### src/rtl/wbtl_stage.sv
// Write-back / long-write / memory stage: retires ALU ops, two-write long ops
// and loads/stores through a request/ack memory port with a timeout.
module wbtl_stage #(
  parameter int unsigned MEM_TIMEOUT = 255
) (
  input  logic        clk,
  input  logic        reset,
  input  logic [31:0] pc_in,
  input  logic [31:0] alu_result_in,
  input  logic [31:0] rs_data_in,
  input  logic [4:0]  rd_in,
  input  logic [4:0]  rs_in,
  input  logic        mem_write_in,
  input  logic        alu_reg_write_in,
  input  logic        mem_reg_write_in,
  input  logic        long_write_in,
  output logic        stall,
  output logic        mem_req,
  output logic        mem_we,
  output logic [31:0] mem_addr,
  output logic [31:0] mem_wdata,
  input  logic        mem_ack,
  input  logic [31:0] mem_rdata,
  output logic        rf_we,
  output logic [4:0]  rf_waddr,
  output logic [31:0] rf_wdata,
  output logic        retire,
  output logic [31:0] retire_pc,
  output logic [31:0] retire_count,
  output logic        mem_err
);

  typedef enum logic [1:0] {
    S_IDLE     = 2'd0,
    S_MEM_WAIT = 2'd1,
    S_LONG2    = 2'd2
  } state_e;

  localparam logic [31:0] TMO_LAST = 32'(MEM_TIMEOUT - 1);

  state_e      state_q, state_d;
  logic [31:0] pc_q, pc_d;
  logic [31:0] addr_q, addr_d;
  logic [31:0] rsd_q, rsd_d;
  logic [4:0]  rd_q, rd_d;
  logic [4:0]  rs_q, rs_d;
  logic        store_q, store_d;
  logic [31:0] tmo_q, tmo_d;
  logic        rf_we_q, rf_we_d;
  logic [4:0]  rf_waddr_q, rf_waddr_d;
  logic [31:0] rf_wdata_q, rf_wdata_d;
  logic        retire_q, retire_d;
  logic [31:0] retire_pc_q, retire_pc_d;
  logic [31:0] retire_count_q, retire_count_d;
  logic        mem_err_q, mem_err_d;

  logic dec_store, dec_load, dec_alu;

  // Priority decode: store beats load beats ALU; long_write only qualifies ALU.
  assign dec_store = mem_write_in;
  assign dec_load  = !mem_write_in && mem_reg_write_in;
  assign dec_alu   = !mem_write_in && !mem_reg_write_in && alu_reg_write_in;

  always_comb begin
    state_d     = state_q;
    pc_d        = pc_q;
    addr_d      = addr_q;
    rsd_d       = rsd_q;
    rd_d        = rd_q;
    rs_d        = rs_q;
    store_d     = store_q;
    tmo_d       = tmo_q;
    rf_we_d     = 1'b0;
    rf_waddr_d  = '0;
    rf_wdata_d  = '0;
    retire_d    = 1'b0;
    retire_pc_d = retire_pc_q;
    mem_err_d   = 1'b0;

    unique case (state_q)
      S_IDLE: begin
        pc_d    = pc_in;
        addr_d  = alu_result_in;
        rsd_d   = rs_data_in;
        rd_d    = rd_in;
        rs_d    = rs_in;
        store_d = dec_store;
        if (dec_store || dec_load) begin
          state_d = S_MEM_WAIT;
          tmo_d   = '0;
        end else if (dec_alu) begin
          rf_we_d    = (rd_in != 5'd0);
          rf_waddr_d = rd_in;
          rf_wdata_d = alu_result_in;
          if (long_write_in) begin
            state_d = S_LONG2;
          end else begin
            retire_d    = 1'b1;
            retire_pc_d = pc_in;
          end
        end
      end
      S_MEM_WAIT: begin
        // An ack on the final timeout cycle still completes the access.
        if (mem_ack) begin
          state_d     = S_IDLE;
          retire_d    = 1'b1;
          retire_pc_d = pc_q;
          if (!store_q) begin
            rf_we_d    = (rd_q != 5'd0);
            rf_waddr_d = rd_q;
            rf_wdata_d = mem_rdata;
          end
        end else if (tmo_q >= TMO_LAST) begin
          state_d   = S_IDLE;
          mem_err_d = 1'b1;
        end else begin
          tmo_d = tmo_q + 32'd1;
        end
      end
      S_LONG2: begin
        state_d     = S_IDLE;
        rf_we_d     = (rs_q != 5'd0);
        rf_waddr_d  = rs_q;
        rf_wdata_d  = rsd_q;
        retire_d    = 1'b1;
        retire_pc_d = pc_q;
      end
      default: state_d = S_IDLE;
    endcase

    retire_count_d = retire_count_q + {31'd0, retire_d};
  end

  always_ff @(posedge clk or negedge reset) begin
    if (!reset) begin
      state_q        <= S_IDLE;
      pc_q           <= '0;
      addr_q         <= '0;
      rsd_q          <= '0;
      rd_q           <= '0;
      rs_q           <= '0;
      store_q        <= 1'b0;
      tmo_q          <= '0;
      rf_we_q        <= 1'b0;
      rf_waddr_q     <= '0;
      rf_wdata_q     <= '0;
      retire_q       <= 1'b0;
      retire_pc_q    <= '0;
      retire_count_q <= '0;
      mem_err_q      <= 1'b0;
    end else begin
      state_q        <= state_d;
      pc_q           <= pc_d;
      addr_q         <= addr_d;
      rsd_q          <= rsd_d;
      rd_q           <= rd_d;
      rs_q           <= rs_d;
      store_q        <= store_d;
      tmo_q          <= tmo_d;
      rf_we_q        <= rf_we_d;
      rf_waddr_q     <= rf_waddr_d;
      rf_wdata_q     <= rf_wdata_d;
      retire_q       <= retire_d;
      retire_pc_q    <= retire_pc_d;
      retire_count_q <= retire_count_d;
      mem_err_q      <= mem_err_d;
    end
  end

  assign stall        = (state_q != S_IDLE);
  assign mem_req      = (state_q == S_MEM_WAIT);
  assign mem_we       = mem_req && store_q;
  assign mem_addr     = mem_req ? addr_q : '0;
  assign mem_wdata    = (mem_req && store_q) ? rsd_q : '0;
  assign rf_we        = rf_we_q;
  assign rf_waddr     = rf_waddr_q;
  assign rf_wdata     = rf_wdata_q;
  assign retire       = retire_q;
  assign retire_pc    = retire_pc_q;
  assign retire_count = retire_count_q;
  assign mem_err      = mem_err_q;

endmodule

### config.mk
export PLATFORM = sky130hd
export DESIGN_NAME = wbtl_stage
export DESIGN_NICKNAME = d
export VERILOG_FILES = /design/src/rtl/wbtl_stage.sv
export SDC_FILE = /design/constraint.sdc
export NUM_CORES = 1
export LEC_CHECK = 0
export BUFFER_PORTS_ARGS = -buffer_cell sky130_fd_sc_hd__buf_2
export CAP_MARGIN = 20
export CELL_PAD_IN_SITES_DETAIL_PLACEMENT = 1
export CELL_PAD_IN_SITES_GLOBAL_PLACEMENT = 2
export CORE_ASPECT_RATIO = 1.4
export CORE_MARGIN = 2
export CORE_UTILIZATION = 35
export DETAILED_ROUTE_END_ITERATION = 16
export PLACE_DENSITY = 0.92
export SETUP_SLACK_MARGIN = 0.05
export SLEW_MARGIN = 10
export SYNTH_ARGS = -nofsm -noshare
export SYNTH_HDL_FRONTEND = slang
export SYNTH_SLANG_ARGS = --single-unit
### constraint.sdc
create_clock -name clk -period 7.53 [get_ports clk]
set_input_delay 1.506 -clock clk [delete_from_list [all_inputs] [get_ports clk]]
set_output_delay 1.506 -clock clk [all_outputs]
set_load 0.02 [all_outputs]
==> results of run 1 <==
-- sequential cells by signal, summed over array words and instances (netlist names) --
name	count
rsd_q	32
store_q	1
retire_count	32
tmo_q	32
rf_we	1
retire	1
rs_q	5
pc_q	32
addr_q	32
rf_waddr	5
rf_wdata	32
rd_q	5
state_q	2
retire_pc	32
mem_err	1
-- cells by family (layout without fill, tap and decap cells) --
| family | Yosys count | in the layout | share of synthesized area |
|---|---|---|---|
| AO/OA/AOI/OAI | 124 | 124 | 0.0763 |
| XOR/XNOR | 31 | 31 | 0.0259 |
| adder cells (fa/ha/maj) | 9 | 9 | 0.0107 |
| buffers and inverters | 66 | 379 | 0.0241 |
| flip-flops | 245 | 245 | 0.584 |
| multiplexers | 139 | 139 | 0.145 |
| other | 0 | 5 | 0 |
| AND/OR/NAND/NOR | 256 | 256 | 0.134 |
-- cell usage in the layout, fill, tap and decap left out, types with 4 or more instances in the layout --
cell and n:
a21oi_1 70, a222oi_1 9, a32oi_1 28, and2_1 57, and3_1 40, buf_2 314
buf_4 7, clkbuf_1 6, clkbuf_16 27, clkbuf_8 7, clkinv_2 4, dfrtp_1 245
diode_2 5, ha_1 5, inv_1 10, mux2_2 107, mux2i_1 32, nand2_1 47
nand3_1 11, nand4_1 12, nor2_1 54, nor3_1 4, nor4_1 5, o21ai_0 8
or3_1 4, xnor2_1 18, xor2_1 13
-- stage by stage --
step / cells / setup WS, ns
floorplan: 870 / 4.14
global placement: 1522 / 3.39
detailed placement: 1522 / 3.29
CTS: 1568 / 3.32
global route: 1572 / 3.21
finish: 1573 / 3.41
-- final timing paths --
check                                         to  slack (ns)        from  cells past startpoint
max in group asynchronous               pc_q[26]        5.20       reset                      2
min in group asynchronous        retire_count[9]        0.99       reset                      1
worst min-delay path                   tmo_q[23]        0.49   tmo_q[23]                      1
worst max register to register  retire_count[31]        3.82  state_q[0]                     10
worst max-delay path                mem_wdata[3]        3.41  state_q[1]                      5
worst min register to register         tmo_q[23]        0.49   tmo_q[23]                      1
-- power by group through the flow --
stage / clock [W] / sequential (W) / combinational, W
floorplan: 0 / 0.00221 / 0.00135
global placement: 0 / 0.00205 / 0.00223
detailed placement: 0 / 0.00209 / 0.00229
CTS: 0.00129 / 0.00207 / 0.00230
global route: 0.00134 / 0.00214 / 0.00246
finish: 0.00126 / 0.00207 / 0.00226
-- per-layer routing --
layer / global-route usage / vias to the layer above / part of all wire
met2: 0.369 / 260 / 0.53
met5: 0 / - / 0.00080
met3: 0.0461 / 56 / 0.064
met4: 0.0755 / 4 / 0.029
li1: - / 3683 / -
met1: 0.243 / 4188 / 0.38
-- layout make-up --
class                   instances  share of cell area
flip-flops and latches        245               0.461
multi-input cells             559               0.312
repair buffers                323               0.125
clock buffers                  40              0.0597
well taps                     385              0.0362
inverters                      10             0.00282
clock inverters                 6             0.00273
diodes                          5            0.000940
-- worst reg2reg max path, stage by stage, from the launching register on --
cell and delay [ns]:
dfrtp_1 0.42, inv_1 0.16, ha_2 0.88, a21oi_1 0.08, a21oi_1 0.42, ha_1 0.25
nand4_1 0.20, nor3_1 0.50, nand3_1 0.25, nor3_1 0.28, xor2_1 0.18
==> run metrics, run 1 <==
clock power share=0.225; Filler Cell Count=3300; # IOs=316; post-placement cell area=12500 um^2; # rows=75; total gr overflow=0; post-synthesis cell type count=45; Die Y-Extent=209 um; cells after synthesis=870; DIE WIDTH=150 um; worst-path fanout max=43; period utilization=0.547; clock-pin slew on the worst setup and hold paths=0.06 ns; Setup Skew=0.0112 ns; crit start category=flop; CP Capture Type=primary output; Tightest Hold Check Type=flop to flop; Root Driver=clkbuf_16; synth top area cells=dfrtp_1 (58%), mux2_2 (11%), and2_1 (3.4%); DR vias=8191; Comb power frac=0.405; Die ar.=31400 um^2; CTS hold repair buffers=0; Max VDD drop=0.234 mV; Post-Syn Area per Cell=12.1 um^2; Post-CTS Resized=0; yosys warns=0; Slew @ Worst Pin=1.03 ns; worst path required time=6.02 ns; sw frac=0.389; Post-synth EDFFs=0; sw power=0.00218 W; final hold slack=0.492 ns; RD Place Congestion=0.801; Total Routed Length=32400 um; CTS Buf Count=27; CP Data Arrival Time=2.61 ns; Synth top area share=0.584; CP peak stage delay=0.59 ns; share of the yosys chip area belonging to registers=0.584; Int Pwr=0.00341 W; Multi-input gate area=4150 um^2; Hold Vio Cnt, Final=0; Main synth FF type=dfrtp_1; gr usage total=0.208; DRT antenna net count=0; FF+latch count, synth=245; Area growth syn-to-layout=26.7%; DRC=0; overall power=0.00559 W; H-tree depth=1; Slowest cell on crit path=ha_2; vias in the first global route=8975; worst setup path class=flop to primary output; Crit path buffers/inverters=3; Initial DRC Count=367; ys async rst share=1.00; pin count of the biggest net entering global routing=142; Synth area leader=dfrtp_1; initial antenna violation count=7; top cells by count, synth=dfrtp_1 (245), mux2_2 (107), a21oi_1 (70); final setup TNS=0 ns; fin nets=1320; clk_lat worst skew=0.53 ns; Via density=5.21; Num Clock Sinks=245; status=complete, no violations; slew margin rel.=0.313; initial core utilization=0.353; max-slew violations=0; core area=29700 um^2; post-synthesis cell area=10500 um^2; top-count cell post-synth=dfrtp_1; Layout Utilization=0.447; Cell Pwr Density=420 nW/um^2; fin crit period=4.12 ns; first-pass GRT wire length=51000 um; CP cell instances=inv_1 -> ha_2 -> buf_4 -> and3_1 -> buf_2; First-pass DRT Iterations=8; max-cap viol count=0; Port Buf Inserts=315; layout cells sized above 1=0.411; FMAX=243 MHz; setup bufs post-CTS=0; CTS tree=yes; unrepaired setup endpoints after global routing=false; Syn Nets=1024; leak pwr=6.55 nW; final instance area=13300 um^2; clock tree buffer depth=3; FF/Latch Area=6130 um^2; Reg power frac=0.370; delay-heaviest family, CP=buffers and inverters; # setup viols final=0; DP HPWL=21700 um; Routed WL per cell=20.6 um
No activity file was read; power rests on OpenSTA's default activity.
==> inputs of run 2 (changes only) <==
--- a/config.mk
+++ b/config.mk
@@ -5,15 +5,16 @@
 export SDC_FILE = /design/constraint.sdc
 export NUM_CORES = 1
 export LEC_CHECK = 0
+export ABC_AREA = 1
 export BUFFER_PORTS_ARGS = -buffer_cell sky130_fd_sc_hd__buf_2
 export CAP_MARGIN = 20
 export CELL_PAD_IN_SITES_DETAIL_PLACEMENT = 1
 export CELL_PAD_IN_SITES_GLOBAL_PLACEMENT = 2
 export CORE_ASPECT_RATIO = 1.4
 export CORE_MARGIN = 2
-export CORE_UTILIZATION = 35
+export CORE_UTILIZATION = 27
 export DETAILED_ROUTE_END_ITERATION = 16
-export PLACE_DENSITY = 0.92
+export PLACE_DENSITY = 0.84
 export SETUP_SLACK_MARGIN = 0.05
 export SLEW_MARGIN = 10
 export SYNTH_ARGS = -nofsm -noshare
==> constraint.sdc (replaced) <==
create_clock -name clk -period 3.5 [get_ports clk]
set_input_delay 0.7 -clock clk [delete_from_list [all_inputs] [get_ports clk]]
set_output_delay 0.7 -clock clk [all_outputs]
set_load 0.02 [all_outputs]
==> run 2 against run 1 <==
Sequential share of layout area fell by 3.0 points; power grew 130%; non-clock buffer count rose by 7; hold slack worse by 0.42 ns; core utilization is 10 points lower.
==> run metrics, run 2 <==
period utilization=0.899; synth top area cells=dfrtp_1 (55%), nand2_1 (12%), nor2_1 (6.3%); worst path required time=2.80 ns (-3.22 ns); crit start category=flop; Comb power frac=0.422 (+0.017); clk_lat worst skew=0.54 ns (about the same); First-pass DRT Iterations=4 (-4); post-synthesis cell area=11200 um^2 (+6.7%); final instance area=14200 um^2 (+7.1%); Post-Syn Area per Cell=8.42 um^2 (-30%); top cells by count, synth=nand2_1 (351), dfrtp_1 (245), nor2_1 (189); Area growth syn-to-layout=27.2%; worst-path fanout max=30 (-30%); Die ar.=43200 um^2 (+37%); R2R Setup Slk=0.58 ns (-3.24 ns); Setup Skew=0.0108 ns (-0.000382 ns); sw power=0.00558 W (+160%); clock tree buffer depth=3 (unchanged); R2R depth=14 (+4); launch point of the worst reg-to-reg path=state_q[1]; setup bufs post-CTS=0 (unchanged); FF+latch count, synth=245 (unchanged); vias in the first global route=10700 (+19%); Main synth FF type=dfrtp_1; Post-synth EDFFs=0 (unchanged); commonest non-fill, non-tap cell in the layout=nand2_1; Cell Pwr Density=895 nW/um^2 (+110%); worst setup path class=flop to primary output; Port Buf Inserts=315 (unchanged); Root Driver=clkbuf_16; CP Capture Type=primary output; Total Routed Length=40200 um (+24%); max-slew violations=0 (unchanged); cells after synthesis=1330 (+53%); DRC=0 (unchanged); final setup TNS=0 ns (unchanged); CP cell instances=inv_1 -> ha_2 -> nand2_1 -> buf_4 -> nor2_1 -> buf_2; CP Data Arrival Time=2.45 ns (-0.16 ns); core area=41100 um^2 (+38%); Via density=4.58 (-12%); Max VDD drop=0.387 mV (+65%); clock power share=0.231 (+0.006); # setup viols final=0 (unchanged); CTS hold repair buffers=0 (unchanged); Die Y-Extent=245 um (+17%); total gr overflow=0 (unchanged); Routed WL per cell=18.4 um (-11%); share of the yosys chip area belonging to registers=0.547 (-0.0369); sw frac=0.437 (+0.0482); post-placement cell area=13300 um^2 (+6.9%); unrepaired setup endpoints after global routing=false; overall power=0.0128 W (+130%); H-tree depth=1 (unchanged); Slew @ Worst Pin=0.698 ns (-0.331 ns); pin count of the biggest net entering global routing=148 (+4.2%); most frequent cells in the layout=nand2_1 (351), buf_2 (314), dfrtp_1 (245); final hold slack=0.0716 ns (-0.420 ns); post-synthesis cell type count=35 (-22%); Reg power frac=0.347 (-0.023); Slowest cell on crit path=dfrtp_1; Synth area leader=dfrtp_1; Num Clock Sinks=245 (unchanged); DRT antenna net count=0 (unchanged); leak pwr=7.60 nW (+16%); fin crit period=3.15 ns; top-count cell post-synth=nand2_1; max-cap viol count=0 (unchanged); gr usage total=0.186 (-0.0220); FMAX=318 MHz; Int Pwr=0.00718 W (+110%); CTS Buf Count=26 (-3.7%); status=complete, no violations; first-pass GRT wire length=62200 um (+22%); Syn Nets=1484 (+45%); DR vias=10000 (+22%); Hold Vio Cnt, Final=0 (unchanged); # IOs=316 (unchanged); RD Place Congestion=0.886 (+11%); yosys warns=0 (unchanged); initial antenna violation count=6 (-1); # rows=88 (+17%); initial core utilization=0.273 (-0.0801); CTS tree=yes; layout cells sized above 1=0.262 (-0.148); fin nets=1778 (+35%); ys async rst share=1.00 (unchanged); slew margin rel.=0.534 (+0.221); R2R Path End=retire_count[29]; Tightest Hold Check Type=input pin to async pin; Initial DRC Count=497 (+35%); Synth top area share=0.547 (-0.0369); clock-pin slew on the worst setup and hold paths=0.06 ns (about the same); DP HPWL=29800 um (+37%); DIE WIDTH=176 um (+17%); CP peak stage delay=0.41 ns (-0.18 ns); Post-CTS Resized=0 (unchanged)
[run 2: layer usage]
| layer | wire (um) | vias up | global-route usage |
|---|---|---|---|
| met1 | 16500 | 4911 | 0.227 |
| met4 | 1300 | 6 | 0.0649 |
| met3 | 2180 | 79 | 0.0350 |
| met2 | 20200 | 271 | 0.326 |
| li1 | - | 4741 | - |
| met5 | 40 | - | 0 |
[run 2: how the worst max path moves through the flow]
stage,slack [ns],startpoint,end,cells after the start
6_report,0.35,state_q[1],mem_wdata[19],6
3_3_place_gp,0.51,mem_reg_write_in,retire_count[18],14
3_5_place_dp,0.43,mem_reg_write_in,retire_count[18],14
5_1_grt,0.23,state_q[0],stall,6
4_1_cts,0.30,state_q[1],mem_wdata[4],6
2_1_floorplan,0.83,mem_reg_write_in,retire_count[18],14
[run 2: layout make-up]
type / instances / area (um^2)
inverter: 170 / 638
multi-input combinational: 851 / 4110
timing repair buffer: 330 / 1760
clock inverter: 4 / 45.0
fill: 4963 / 26800
tap: 540 / 676
antenna: 3 / 7.51
sequential: 245 / 6130
clock buffer: 43 / 876
[run 2: power groups by stage]
stage	combinational (W)	clock (W)	sequential, W
after floorplan	0.00329	0	0.00473
after global placement	0.00533	0	0.00444
after detailed placement	0.00549	0	0.00447
after global routing	0.00604	0.00315	0.00455
final	0.00538	0.00295	0.00442
after CTS	0.00551	0.00304	0.00444
[run 2: stage by stage]
| step | std cells | utilization | setup slack (ns) |
|---|---|---|---|
| global placement | 2136 | 0.324 | 0.511 |
| finish | 2186 | 0.347 | 0.352 |
| detailed placement | 2136 | 0.324 | 0.425 |
| CTS | 2183 | 0.347 | 0.296 |
| floorplan | 1330 | - | 0.829 |
| global route | 2185 | 0.347 | 0.234 |
[run 2: worst max-delay path, delay by kind of cell, from the launching register on]
kind                     cells  cell delay [ns]
buffers and inverters        3             0.62
adder cells (fa/ha/maj)      1             0.41
flip-flops                   1             0.41
AND/OR/NAND/NOR              2             0.42
[run 2: cells by family (layout without fill, tap and decap cells)]
logic type | after synthesis | count (layout) | synth area share
fa+ha+maj | 9 | 9 | 0.0101
simple gates | 627 | 627 | 0.229
compound gates | 185 | 185 | 0.103
xor+xnor | 30 | 30 | 0.0235
other cells | 0 | 3 | 0
buf+inv | 234 | 547 | 0.0876
flops | 245 | 245 | 0.547
